## src/rtl/axis_mux_pkg.sv

```systemverilog
// Shared constants and state encoding for the 8-to-1 AXI4-Stream packet mux.
package axis_mux_pkg;

    localparam int PORT_COUNT = 8;
    localparam int SEL_WIDTH  = 3;

    typedef enum logic {
        ST_IDLE   = 1'b0,
        ST_ACTIVE = 1'b1
    } state_e;

endpackage

```

## src/rtl/axis_rr_arbiter.sv

```systemverilog
// Combinational rotate-priority encoder: picks the first requesting port
// searching upward from (last_grant + 1) with wrap-around.
module axis_rr_arbiter
    import axis_mux_pkg::*;
(
    input  logic [PORT_COUNT-1:0] req_i,
    input  logic [SEL_WIDTH-1:0]  last_grant_i,
    output logic [SEL_WIDTH-1:0]  grant_o,
    output logic                  found_o
);

    logic [SEL_WIDTH-1:0] cand;

    // Walk from the lowest priority offset to the highest so the nearest
    // requester after last_grant overwrites any farther one.
    always_comb begin
        grant_o = '0;
        found_o = 1'b0;
        cand    = '0;
        for (int k = PORT_COUNT; k >= 1; k--) begin
            cand = last_grant_i + SEL_WIDTH'(k);
            if (req_i[cand]) begin
                grant_o = cand;
                found_o = 1'b1;
            end
        end
    end

endmodule

```

## src/rtl/axis_stream_master.sv

```systemverilog
// 8-to-1 AXI4-Stream packet mux with packet-granular round-robin arbitration
// and a single registered output stage.
module axis_stream_master
    import axis_mux_pkg::*;
#(
    parameter int DATA_WIDTH  = 32,
    parameter int KEEP_ENABLE = (DATA_WIDTH > 8),
    parameter int KEEP_WIDTH  = (DATA_WIDTH / 8),
    parameter int ID_ENABLE   = 0,
    parameter int ID_WIDTH    = 8,
    parameter int DEST_ENABLE = 0,
    parameter int DEST_WIDTH  = 8,
    parameter int USER_ENABLE = 1,
    parameter int USER_WIDTH  = 1
)(
    input  logic                             clk,
    input  logic                             rst_n,
    input  logic [PORT_COUNT*DATA_WIDTH-1:0] s_axis_tdata,
    input  logic [PORT_COUNT*KEEP_WIDTH-1:0] s_axis_tkeep,
    input  logic [PORT_COUNT-1:0]            s_axis_tvalid,
    output logic [PORT_COUNT-1:0]            s_axis_tready,
    input  logic [PORT_COUNT-1:0]            s_axis_tlast,
    input  logic [PORT_COUNT*ID_WIDTH-1:0]   s_axis_tid,
    input  logic [PORT_COUNT*DEST_WIDTH-1:0] s_axis_tdest,
    input  logic [PORT_COUNT*USER_WIDTH-1:0] s_axis_tuser,
    output logic [DATA_WIDTH-1:0]            m_axis_tdata,
    output logic [KEEP_WIDTH-1:0]            m_axis_tkeep,
    output logic                             m_axis_tvalid,
    input  logic                             m_axis_tready,
    output logic                             m_axis_tlast,
    output logic [ID_WIDTH-1:0]              m_axis_tid,
    output logic [DEST_WIDTH-1:0]            m_axis_tdest,
    output logic [USER_WIDTH-1:0]            m_axis_tuser,
    input  logic                             enable,
    output logic                             grant_valid,
    output logic [SEL_WIDTH-1:0]             grant_index
);

    state_e               state_q, state_d;
    logic [SEL_WIDTH-1:0] last_grant_q, last_grant_d;
    logic [SEL_WIDTH-1:0] grant_index_q, grant_index_d;
    logic                 grant_valid_q, grant_valid_d;

    logic                  tvalid_q, tvalid_d;
    logic                  tlast_q, tlast_d;
    logic [DATA_WIDTH-1:0] tdata_q, tdata_d;
    logic [KEEP_WIDTH-1:0] tkeep_q, tkeep_d;
    logic [ID_WIDTH-1:0]   tid_q, tid_d;
    logic [DEST_WIDTH-1:0] tdest_q, tdest_d;
    logic [USER_WIDTH-1:0] tuser_q, tuser_d;

    logic [SEL_WIDTH-1:0] arb_index;
    logic                 arb_found;
    logic                 out_ready;
    logic                 beat_acc;

    logic [DATA_WIDTH-1:0] sel_data;
    logic [KEEP_WIDTH-1:0] sel_keep;
    logic [ID_WIDTH-1:0]   sel_id;
    logic [DEST_WIDTH-1:0] sel_dest;
    logic [USER_WIDTH-1:0] sel_user;
    logic                  sel_last;

    axis_rr_arbiter u_arb (
        .req_i        (s_axis_tvalid),
        .last_grant_i (last_grant_q),
        .grant_o      (arb_index),
        .found_o      (arb_found)
    );

    // The output register can take a beat when it is empty or draining.
    assign out_ready = !tvalid_q || m_axis_tready;

    // Granted-port field select; disabled sidebands are forced to their idle values.
    assign sel_data = s_axis_tdata[grant_index_q*DATA_WIDTH +: DATA_WIDTH];
    assign sel_last = s_axis_tlast[grant_index_q];
    assign sel_keep = (KEEP_ENABLE != 0) ? s_axis_tkeep[grant_index_q*KEEP_WIDTH +: KEEP_WIDTH] : '1;
    assign sel_id   = (ID_ENABLE != 0)   ? s_axis_tid[grant_index_q*ID_WIDTH +: ID_WIDTH] : '0;
    assign sel_dest = (DEST_ENABLE != 0) ? s_axis_tdest[grant_index_q*DEST_WIDTH +: DEST_WIDTH] : '0;
    assign sel_user = (USER_ENABLE != 0) ? s_axis_tuser[grant_index_q*USER_WIDTH +: USER_WIDTH] : '0;

    // Arbitration FSM: grant in IDLE, hold the grant until tlast is accepted.
    always_comb begin
        state_d       = state_q;
        last_grant_d  = last_grant_q;
        grant_index_d = grant_index_q;
        grant_valid_d = grant_valid_q;
        s_axis_tready = '0;
        beat_acc      = 1'b0;
        case (state_q)
            ST_IDLE: begin
                if (enable && arb_found) begin
                    grant_index_d = arb_index;
                    grant_valid_d = 1'b1;
                    state_d       = ST_ACTIVE;
                end
            end
            ST_ACTIVE: begin
                s_axis_tready[grant_index_q] = out_ready;
                beat_acc = out_ready && s_axis_tvalid[grant_index_q];
                if (beat_acc && sel_last) begin
                    last_grant_d  = grant_index_q;
                    grant_valid_d = 1'b0;
                    state_d       = ST_IDLE;
                end
            end
            default: state_d = ST_IDLE;
        endcase
    end

    // Output register: load on an accepted beat, otherwise empty once drained.
    always_comb begin
        tvalid_d = tvalid_q;
        tlast_d  = tlast_q;
        tdata_d  = tdata_q;
        tkeep_d  = tkeep_q;
        tid_d    = tid_q;
        tdest_d  = tdest_q;
        tuser_d  = tuser_q;
        if (beat_acc) begin
            tvalid_d = 1'b1;
            tlast_d  = sel_last;
            tdata_d  = sel_data;
            tkeep_d  = sel_keep;
            tid_d    = sel_id;
            tdest_d  = sel_dest;
            tuser_d  = sel_user;
        end else if (m_axis_tready) begin
            tvalid_d = 1'b0;
        end
    end

    // State and output registers; reset abandons any in-flight packet.
    always_ff @(posedge clk or negedge rst_n) begin
        if (!rst_n) begin
            state_q       <= ST_IDLE;
            last_grant_q  <= SEL_WIDTH'(PORT_COUNT - 1);
            grant_index_q <= '0;
            grant_valid_q <= 1'b0;
            tvalid_q      <= 1'b0;
            tlast_q       <= 1'b0;
            tdata_q       <= '0;
            tkeep_q       <= '0;
            tid_q         <= '0;
            tdest_q       <= '0;
            tuser_q       <= '0;
        end else begin
            state_q       <= state_d;
            last_grant_q  <= last_grant_d;
            grant_index_q <= grant_index_d;
            grant_valid_q <= grant_valid_d;
            tvalid_q      <= tvalid_d;
            tlast_q       <= tlast_d;
            tdata_q       <= tdata_d;
            tkeep_q       <= tkeep_d;
            tid_q         <= tid_d;
            tdest_q       <= tdest_d;
            tuser_q       <= tuser_d;
        end
    end

    assign m_axis_tvalid = tvalid_q;
    assign m_axis_tlast  = tlast_q;
    assign m_axis_tdata  = tdata_q;
    assign m_axis_tkeep  = tkeep_q;
    assign m_axis_tid    = tid_q;
    assign m_axis_tdest  = tdest_q;
    assign m_axis_tuser  = tuser_q;
    assign grant_valid   = grant_valid_q;
    assign grant_index   = grant_index_q;

endmodule

```

## config.mk

```make
export PLATFORM = sky130hd
export DESIGN_NAME = axis_stream_master
export DESIGN_NICKNAME = d
export VERILOG_FILES = /design/src/rtl/axis_mux_pkg.sv /design/src/rtl/axis_rr_arbiter.sv /design/src/rtl/axis_stream_master.sv
export SDC_FILE = /design/constraint.sdc
export NUM_CORES = 1
export LEC_CHECK = 0
export ABC_AREA = 1
export CAP_MARGIN = 20
export CORE_AREA = 5 5 197 199
export CTS_CLUSTER_SIZE = 24
export DETAILED_ROUTE_END_ITERATION = 12
export DIE_AREA = 0 0 202 204
export DONT_BUFFER_PORTS = 1
export GPL_ROUTABILITY_DRIVEN = 0
export HOLD_SLACK_MARGIN = 0.03
export MAX_ROUTING_LAYER = met4
export SLEW_MARGIN = 20
export SYNTH_ARGS = -nofsm -noshare
export SYNTH_HDL_FRONTEND = slang
export SYNTH_SLANG_ARGS = --single-unit
```

## constraint.sdc

```tcl
create_clock -name clk -period 2.4 [get_ports clk]
set_input_delay 0.48 -clock clk [delete_from_list [all_inputs] [get_ports clk]]
set_output_delay 0.48 -clock clk [all_outputs]
set_load 0.01 [all_outputs]
```

==> flow_summary.toml <==
[floorplanning]
io_pins = 511
dieArea_um2 = 41200
die_y_um = 204
core-area_um2 = 37000
rows = 71
start_util = 0.133
fp.dieW_um = 202

[finish]
drive_gt1_frac = 0.115
nets = 1225
areaGrowthSynthToFinish_pct = 14.4

[detailed_routing]
met2_length_mm = 11.2
ant_nets = 0
met3RoutedLength_mm = 2.53
num_vias = 5869
dr.pass1.iters = 5
wl_per_cell_um = 19.3
drtIter0Drc = 508
avgViaCountPerCell = 4.66
top_layer_used = "met4"
m1WireLength_mm = 10.1
wirelength_mm = 24.4
drc = 0

[power_and_ir_drop]
ir_worst_vdd_mv = 0.598
pwr_density_cell_nw_per_um2 = 1530
p_int_mw = 3.75
power_frac_comb = 0.684
power_leakage_nw = 2.19
p_sw_mw = 4.89
power_mw = 8.64
switching_share = 0.566
power.share.clock = 0.105
seqPwrFrac = 0.211

[critical_path]
crit_required_ps = 2650
ff2ff_setup_slack_ps = 180
crit_arrival_ps = 2470
cp-start-kind = "flip-flop"
worst_path_largest_cell_delay_ps = 610
rr_worst_depth = 7
worstPathCellList = "inv_4 -> buf_12 -> buf_12 -> nor2_1 -> o32ai_1 -> nor2_1 -> o21ai_1"
critPathMaxFanout = 99
r2r_end = "m_axis_tdata[20]"
endpoint_kind = "flip-flop"
r2r_start = "grant_index[0]"
worstSetupPathType = "reg -> reg"
crit_slowest_cell = "dfrtp_4"

[synthesis]
synth.top_cells.by_area = "dfrtp_1 22%, nor2_1 19%, o21ai_0 11%"
synth_cells = 805
synth_top_area_share = 0.223
yosysTopAreaCell = "dfrtp_1"
ys_ff_latch = 47
yosysWarnings = 0
syn_avg_cell_area_um2 = 6.12
ys_dominant_reg_cell = "dfrtp_1"
synthesis.area_um2 = 4930
synth_edf_count = 0
async_reset_ff_frac = 1.00
yosysSeqAreaShare = 0.239
yosysUniqueCellTypes = 36

[cts]
clkTransAtPathRegs_ps = 80
clock_path_buffers = 2
root_buffer = "clkbuf_16"
cts_tree = "yes"
cts_buffers = 5
cts_sinks = 47
h-tree-depth = 2
insertion_delay_ps = 320

[sta]
fmax_mhz = 451
tightest_slew_ps = 719
relSlewSlack = 0.519
hold_violations = 0
finalSetupTns_ps = 0
rsz0062_at_grt = "false"
slew_viol_final = 0
min_period_over_period = 0.924
finalCriticalPeriod_ps = 2220
skew_ps = 9.53
setup_viol_count_final = 0

[global_routing]
grt_overflow = 0
grt_pass1_vias = 5526
grt_util_all_layers = 0.113
antenna_found_initial = 12
grt_pass1_wl_mm = 33.8
grt_max_degree = 100

[worst_hold_path]
min_to = "m_axis_tvalid"
hold_depth = 1
hold_class = "in -> reg"
min-delay-start = "m_axis_tready"

[flow_run]
cap_violations = 0

[status]
outcome = "finished clean"

[place]
port_buffers = 0
dp_hpwl_mm = 19.6
[synth_stat cells (all sizes together), types with 3 or more instances]
cell / instances
o21ai: 156
dfstp: 3
nand2: 115
a21oi: 7
inv: 27
nor2: 247
buf: 50
dfrtp: 44
o32ai: 37
clkbuf: 27
nand3: 39
o22ai: 37
[worst max-delay path, delay by kind of cell, from the launching register on]
kind	cells	cell delay, ps
AOI/OAI and AO/OA	2	430
buffers and inverters	3	820
and+or+nand+nor	2	130
DFF	1	610
[final cells by class]
class / count / area, um^2
clock inverters: 2 / 35.0
repair buffers: 29 / 290
multi-input cells: 668 / 3270
fillers: 4241 / 31400
inverters: 28 / 110
clock buffers: 6 / 139
flip-flops and latches: 47 / 1180
well taps: 474 / 593
diodes: 6 / 15.0
[placed cells by master, fill, tap and decap left out, types with 2 or more instances in the layout]
master     synthesis  routed
clkbuf_16          0       5
inv_2              7       8
a21oi_1            7       7
o32ai_1           37      37
o21ai_1           33      33
o21ai_0          113     113
nand2_1          100     100
nor2_4             2       2
a31oi_1            2       2
nand3_1           31      31
nand2_2           15      14
nor2_1           245     245
nand3_2            8       8
o22ai_1           37      37
dfstp_2            3       3
inv_1             19      17
conb_1             1      16
buf_4             17      23
inv_4              1       2
o21ai_2           10      10
nor3_2             2       2
dfrtp_1           44      43
diode_2            0       6
buf_12             0       4
[kinds of logic after synthesis]
logic type | synth area share
xor gates and xnor gates | 0.00686
DFF | 0.239
adders and majority gates | 0.00508
AOI/OAI and AO/OA | 0.295
other | 0.000761
and+or+nand+nor | 0.341
buffers and inverters | 0.112
[power by group through the flow]
stage	Combinational (mW)	Clock, mW	Sequential, mW
detailed placement	5.87	0	1.85
CTS	5.92	0.983	1.84
floorplan	4.52	0	1.61
global route	6.70	0.990	1.88
finish	5.91	0.907	1.82
global placement	5.74	0	1.84
[worst max path at each step]
stage	from	end	depth (start not counted)
3_5_place_dp	last_grant_q[0]	grant_index[0]	11
4_1_cts	last_grant_q[0]	grant_index[0]	11
2_1_floorplan	last_grant_q[1]	grant_index[0]	12
3_3_place_gp	last_grant_q[0]	grant_index[0]	11
5_1_grt	grant_index[0]	m_axis_tdata[22]	7
6_report	grant_index[0]	m_axis_tdata[20]	7
[sequential cells by signal (all words and copies together), names as in the netlist]
name           count
grant_index        3
m_axis_tvalid      1
m_axis_tuser       1
state_q            1
last_grant_q       3
grant_valid        1
m_axis_tkeep       4
m_axis_tdata      32
m_axis_tlast       1
[routing by layer]
metal	vias to the layer above	track usage
li1	2674	-
met1	2715	0.138
met2	432	0.172
met3	48	0.0392
met4	0	0.0420
met5	-	-
[per-stage QoR]
step | hold slack (ps) | std cells | instance area [um^2] | setup WS (ps) | util
floorplan | 184 | 820 | 4980 | 252 | -
global placement | 187 | 1244 | 5400 | 141 | 0.146
detailed placement | 187 | 1244 | 5400 | 128 | 0.146
CTS | 222 | 1254 | 5610 | 97.8 | 0.151
global route | 244 | 1260 | 5640 | 27.4 | 0.152
finish | 264 | 1260 | 5640 | 183 | 0.152
[timing repair]
item	CTS	global route
resized for setup	0	2
hold buffers	2	0
setup endpoints to repair	0	4
buffers inserted	0	0
hold endpoints to repair	47	0
Power figures use the tool's default switching activity.
